--- src/rtl/fft8_frame_loader.sv ---
// Serial-to-parallel frame loader for the 8-point FFT: packs complex samples into
// ping-pong banks, presents a completed bank on x0..x7 and handshakes it with the FFT.
module fft8_frame_loader #(
   parameter int DATA_W = 16
) (
   input  logic                     clk,
   input  logic                     rst,
   input  logic                     in_valid,
   output logic                     in_ready,
   input  logic signed [DATA_W-1:0] in_real,
   input  logic signed [DATA_W-1:0] in_imag,
   input  logic                     in_last,
   input  logic                     fft_valid,
   output logic                     start,
   output logic signed [DATA_W-1:0] x0_real,
   output logic signed [DATA_W-1:0] x1_real,
   output logic signed [DATA_W-1:0] x2_real,
   output logic signed [DATA_W-1:0] x3_real,
   output logic signed [DATA_W-1:0] x4_real,
   output logic signed [DATA_W-1:0] x5_real,
   output logic signed [DATA_W-1:0] x6_real,
   output logic signed [DATA_W-1:0] x7_real,
   output logic signed [DATA_W-1:0] x0_imag,
   output logic signed [DATA_W-1:0] x1_imag,
   output logic signed [DATA_W-1:0] x2_imag,
   output logic signed [DATA_W-1:0] x3_imag,
   output logic signed [DATA_W-1:0] x4_imag,
   output logic signed [DATA_W-1:0] x5_imag,
   output logic signed [DATA_W-1:0] x6_imag,
   output logic signed [DATA_W-1:0] x7_imag,
   output logic                     busy,
   output logic                     short_frame
);

   typedef enum logic [1:0] {ST_IDLE, ST_ISSUE, ST_WAIT} state_t;

   state_t                   r_state;
   state_t                   w_state_next;
   logic signed [DATA_W-1:0] r_mem_re [2][8];
   logic signed [DATA_W-1:0] r_mem_im [2][8];
   logic [1:0]               r_full;
   logic [1:0]               w_full_next;
   logic                     r_wr_bank;
   logic                     r_rd_bank;
   logic [2:0]               r_wr_idx;
   logic                     r_short;
   logic                     w_accept;
   logic                     w_close;
   logic                     w_release;

   assign in_ready  = ~r_full[r_wr_bank];
   assign w_accept  = in_valid & in_ready;
   assign w_close   = w_accept & (in_last | (r_wr_idx == 3'd7));
   assign w_release = (r_state == ST_WAIT) & fft_valid;

   // Writing entry 0 also clears entries 1..7, so an early close leaves a zero-padded tail.
   always_ff @(posedge clk or posedge rst) begin
      if (rst) begin
         for (int b = 0; b < 2; b++) begin
            for (int e = 0; e < 8; e++) begin
               r_mem_re[b][e] <= '0;
               r_mem_im[b][e] <= '0;
            end
         end
      end else if (w_accept) begin
         for (int e = 0; e < 8; e++) begin
            if (r_wr_idx == 3'(e)) begin
               r_mem_re[r_wr_bank][e] <= in_real;
               r_mem_im[r_wr_bank][e] <= in_imag;
            end else if (r_wr_idx == 3'd0) begin
               r_mem_re[r_wr_bank][e] <= '0;
               r_mem_im[r_wr_bank][e] <= '0;
            end
         end
      end
   end

   // Close and release always target different banks, so both may apply at one edge.
   always_comb begin
      w_full_next = r_full;
      if (w_close) begin
         w_full_next[r_wr_bank] = 1'b1;
      end
      if (w_release) begin
         w_full_next[r_rd_bank] = 1'b0;
      end
   end

   always_comb begin
      w_state_next = r_state;
      case (r_state)
         ST_IDLE:  if (r_full[r_rd_bank]) w_state_next = ST_ISSUE;
         ST_ISSUE: w_state_next = ST_WAIT;
         ST_WAIT:  if (fft_valid) w_state_next = ST_IDLE;
         default:  w_state_next = ST_IDLE;
      endcase
   end

   always_ff @(posedge clk or posedge rst) begin
      if (rst) begin
         r_state   <= ST_IDLE;
         r_full    <= 2'b00;
         r_wr_bank <= 1'b0;
         r_rd_bank <= 1'b0;
         r_wr_idx  <= 3'd0;
         r_short   <= 1'b0;
      end else begin
         r_state <= w_state_next;
         r_full  <= w_full_next;
         r_short <= w_close & (r_wr_idx != 3'd7);
         if (w_close) begin
            r_wr_bank <= ~r_wr_bank;
            r_wr_idx  <= 3'd0;
         end else if (w_accept) begin
            r_wr_idx <= r_wr_idx + 3'd1;
         end
         if (w_release) begin
            r_rd_bank <= ~r_rd_bank;
         end
      end
   end

   assign start       = (r_state == ST_ISSUE);
   assign busy        = (r_state != ST_IDLE);
   assign short_frame = r_short;

   assign x0_real = r_mem_re[r_rd_bank][0];
   assign x1_real = r_mem_re[r_rd_bank][1];
   assign x2_real = r_mem_re[r_rd_bank][2];
   assign x3_real = r_mem_re[r_rd_bank][3];
   assign x4_real = r_mem_re[r_rd_bank][4];
   assign x5_real = r_mem_re[r_rd_bank][5];
   assign x6_real = r_mem_re[r_rd_bank][6];
   assign x7_real = r_mem_re[r_rd_bank][7];
   assign x0_imag = r_mem_im[r_rd_bank][0];
   assign x1_imag = r_mem_im[r_rd_bank][1];
   assign x2_imag = r_mem_im[r_rd_bank][2];
   assign x3_imag = r_mem_im[r_rd_bank][3];
   assign x4_imag = r_mem_im[r_rd_bank][4];
   assign x5_imag = r_mem_im[r_rd_bank][5];
   assign x6_imag = r_mem_im[r_rd_bank][6];
   assign x7_imag = r_mem_im[r_rd_bank][7];

endmodule

--- config.mk ---
export PLATFORM = sky130hd
export DESIGN_NAME = fft8_frame_loader
export DESIGN_NICKNAME = d
export VERILOG_FILES = /design/src/rtl/fft8_frame_loader.sv
export SDC_FILE = /design/constraint.sdc
export NUM_CORES = 1
export LEC_CHECK = 0
export CAP_MARGIN = 0
export CORE_MARGIN = 1.5
export CORE_UTILIZATION = 35
export CTS_CLUSTER_DIAMETER = 100
export DETAILED_ROUTE_END_ITERATION = 6
export HOLD_SLACK_MARGIN = 0.08
export PLACE_DENSITY_LB_ADDON = 0.08
export SYNTH_ARGS = -nofsm -noshare
export SYNTH_HDL_FRONTEND = slang
export SYNTH_SLANG_ARGS = --single-unit
--- constraint.sdc ---
create_clock -name clk -period 40 [get_ports clk]
set_clock_uncertainty 0.15 [all_clocks]
set_input_delay 8 -clock clk [delete_from_list [all_inputs] [get_ports clk]]
set_output_delay 8 -clock clk [all_outputs]
set_load 0.02 [all_outputs]
==> Yosys cells after proc, flatten, opt, wreduce, memory -nomap -nowiden <==
Cells that the tools add are included.
{ "totals": {"out_inout_bits": 260, "mem_bits_rw": 0, "wordCells": 197, "romBits": 0, "latchBits": 0, "register_bits": 522, "n_memories": 0} }
{ "classes": {"order_cmp": 7, "addsub": 1, "mux": 97, "shifts": 0, "n_reduce_logical": 8, "multipliers": 0, "div_mod_pow": 0, "bitwise_logic": 34, "eq_ne": 12} }
{ "op_table": {"columns": ["op", "n"], "rows": [
  ["$mux W256", 44],
  ["$bwmux W256", 16],
  ["$and A256 B256 Y256", 14],
  ["$not A256 Y256", 7],
  ["$demux W128 S1", 8],
  ["$mux W128", 7],
  ["$mux W112", 1],
  ["$mux W96", 1],
  ["$mux W80", 1],
  ["$mux W64", 1],
  ["$mux W48", 1],
  ["$mux W32", 1],
  ["$mux W16", 1],
  ["$eq A3 B3 Y1 const B", 4],
  ["$mux W2", 4],
  ["$eq A3 B2 Y1 const B", 2],
  ["$mux W1", 6],
  ["$mux W3", 2],
  ["$pmux W2 S3", 1],
  ["$and A1 B1 Y1", 4],
  ["$ge A2 B2 Y1 const B", 2],
  ["$lt A1 B2 Y1 const B", 2],
  ["$ne A2 B2 Y1 const B", 2],
  ["$not A1 Y2", 2],
  ["other kinds (18)", 25]
]} }

==> Logic depth before layout (Yosys ltp) <==
{ "depth": {"depth_word": 35, "mapped_depth": 8, "mapped_depth_nobuf": 6} }

==> Worst setup path after synthesis <==
No wires, ideal clock.
{ "synth_path": {"path_type": "reg-to-output", "startpoint": "register r_rd_bank", "endpoint": "output x0_imag[0]", "stages_incl_launch_ff": 5, "n_path_buf": 3, "arrival_ps": 1390, "setup_slack_ps": 30460, "path_cell_list": "dfrtp_1 -> clkbuf_1 -> clkbuf_1 -> buf_2 -> mux2_2"} }
{ "synth_via": {"elab_chain_len": 4} }
{ "synth_rtl": {"columns": ["element", "line_no", "text"], "rows": [
  ["from (decl)", "44", "logic r_rd_bank;"],
  ["from (signal assigned)", "118", "r_rd_bank <= ~r_rd_bank;"],
  ["$not A1 Y2 (not written as such)", "135", "assign x0_imag = r_mem_im[r_rd_bank][0];"],
  ["$mux W128 (3 in a row)", null, null],
  ["to (decl)", "23", "output logic signed [DATA_W-1:0] x0_imag,"]
]} }
No other way between the ends. The select of a mux whose other input is x is not followed.

==> Worst setup path in the final report <==
{ "layout_path": {"startpoint": "register r_rd_bank", "endpoint": "output x0_imag[6]"} }
Same word-level chain as after synthesis.

==> flow_summary.toml <==
[status]
outcome = "complete, no violations"

[critical_path]
reg2reg_slack_ps = 36690
reg2reg_to = "r_mem_re[134]"
timing.rr.start = "r_wr_idx[0]"
cp-end-kind = "primary output"
required_ps = 31850
crit_fanout = 76
critPathLaunchType = "flip-flop"
critical_path_class = "flip-flop to primary output"
r2r_cells = 8
arrival_ps = 3490

[hold_path]
min_path_cells = 2
hold_path.class = "flip-flop to flip-flop"
min_from = "r_mem_re[116]"
min_to = "r_mem_re[116]"

[routing]
drc = 0
met2WireLength_um = 34050
route.met3.wl_um = 2900
highest_layer = "met4"
drt-met1-wl_um = 30520
vias = 15590
wl_um = 68980
wl_per_cell_um = 23.49
drt_first_pass_iters = 5
drtIter0Drc = 1057
drtAntennaViolNets = 0
avgViaCountPerCell = 5.307

[synthesis]
syn_area_per_cell_um2 = 12.13
synth_area_leaders = "dfrtp_1 (59%), mux2_2 (13%), a22o_1 (13%)"
yosysSeqAreaShare_pct = 58.55
synth_area_leader_cell = "dfrtp_1"
synth_flop_cell = "dfrtp_1"
ys_ff_latch = 522
synth-simple-area-share_pct = 7.537
synth-xor-area-share_pct = 0.03926
synthAdderAreaFrac_pct = 0.3365
yosys_warnings = 0
syn_nets = 1883
synth_top_family_by_area = "compound AO/OA/AOI/OAI gates"
synth.most_common_cell = "dfrtp_1"
synth_edf_count = 0
yosys.area.top_type_share_pct = 58.55
synth.distinct_cells = 38
synth_cells = 1840
synth_compound_area_share_pct = 15.21
synth_common_cells = "dfrtp_1 (522), nand2_1 (331), a22o_1 (320)"
netlist_area_mm2 = 0.02231
synthArstFlopShare_pct = 100.0
muxShareOfSynthArea_pct = 14.63

[global_route]
antenna_found_initial = 1
grt_usage_pct = 21.00
globalRouteOverflowTotal = 0
grt_pass1_wl_um = 105900
grt_pass1_vias = 16030
grt_max_degree = 155

[sta]
max_freq_ghz = 0.08595
final_hold_viol_count = 0
slew_violations = 0
tns_ps = 0
fin_hold_ws_ps = 317.7
relSlewSlack_pct = 21.81
tightest_slew_ps = 1173
period_share_pct = 29.09
setup_violations = 0
rsz0062_at_grt = "no"
min_period_ps = 11640
setup_slack_ps = 28360

[finish]
design_area_mm2 = 0.02786
multi_input_area_mm2 = 0.008512
fillerInstances = 5820
layout.cells.non_filler = 2937
final_nets = 2086
drive_gt1_share_pct = 19.43
area_growth_pct = 24.89
seqCellArea_mm2 = 0.01307
post-route-util_pct = 44.17

[cts]
clk_pin_slew_ps = 60
clk_latency_ps = 610
numCtsBuffers = 59
cts_setup_buffers = 0
ctsHoldBuffers = 0
cts_buffer_depth = 3
clock_sinks = 522
cts_tree = "done"
cts-root-buf = "clkbuf_16"
htreeDepth = 2
ctsResizeCount = 0

[place]
io_buffers = 296
dp_slack_ps = 28450
hpwl_um = 42200
dpl_cell_area_mm2 = 0.02585
routabilityCongestion = 0.7516
placed_cells = 2828

[power_and_ir_drop]
p_total_mw = 1.984
ir_drop_v = 0.00004818
leakage_nw = 12.87
power_density_mw_per_mm2 = 71.22

[die]
core_mm2 = 0.06308
pin_count = 297
rows = 92
initial_utilization_pct = 35.37
die-area_mm2 = 0.06527
die_w_um = 255.5
die_h_um = 255.5

[run]
drv_cap = 0
[worst max-delay path, cell delays in order (launching register included)]
cell and delay (ps):
dfrtp_4 830, buf_4 950, mux2_2 470, clkdlybuf4s50_1 550
[metal layers]
layer | vias to the layer above | global-route usage, %
li1 | 6965 | -
met1 | 8173 | 28.65
met2 | 364 | 34.90
met3 | 86 | 3.085
met4 | 0 | 5.638
met5 | - | 0
[cell usage in the layout, fill, tap and decap left out, types with 3 or more instances in the layout]
master	n
ha_1	6
mux2_1	28
nor2b_1	4
a21o_1	3
clkbuf_8	14
dfrtp_1	520
and2_2	4
inv_1	4
nand2_1	328
bufinv_16	6
nand3_1	33
a22o_1	320
mux2_2	260
o21ai_1	5
nor2_1	3
clkdlybuf4s50_1	296
clkbuf_1	17
clkinv_2	10
o21ai_2	5
clkbuf_16	61
and2_1	6
buf_4	24
o21ai_0	93
[worst max path at each step]
stage / from / end / slack, ps / cells after the start
2_1_floorplan: rst / r_full[0] / 17270 / 1
3_3_place_gp: rst / r_mem_im[119] / 28540 / 4
3_5_place_dp: rst / r_mem_im[151] / 28450 / 4
4_1_cts: r_rd_bank / x0_imag[2] / 28300 / 3
5_1_grt: r_rd_bank / x0_imag[2] / 28210 / 3
6_report: r_rd_bank / x0_imag[6] / 28360 / 3
[sequential cells by signal (all words and copies together) (netlist names)]
register and cells:
r_mem_re 256, r_mem_im 256, r_wr_bank 1, r_wr_idx 3, r_rd_bank 1, r_state 2, r_full 2, short_frame 1
[cell type report]
cell class	instances	share of cell area, %
repair buffers	322	11.42
clock buffers	92	6.399
clock inverters	16	0.8263
diodes	1	0.008981
well taps	846	3.799
inverters	5	0.09430
flip-flops and latches	522	46.90
multi-input cells	1133	30.55
[cells by family after synthesis]
family	count (synthesis)
AOI/OAI and AO/OA	434
xor gates and xnor gates	1
DFF	522
muxes	290
buffers and inverters	185
and+or+nand+nor	402
adders and majority gates	6
[where the power goes]
| group | switching, mW | internal, mW |
|---|---|---|
| registers | 0.0830 | 0.653 |
| logic | 0.367 | 0.321 |
| clock network | 0.218 | 0.342 |
| total | 0.668 | 1.32 |
Note: power is estimated with default switching activity, not from simulation.
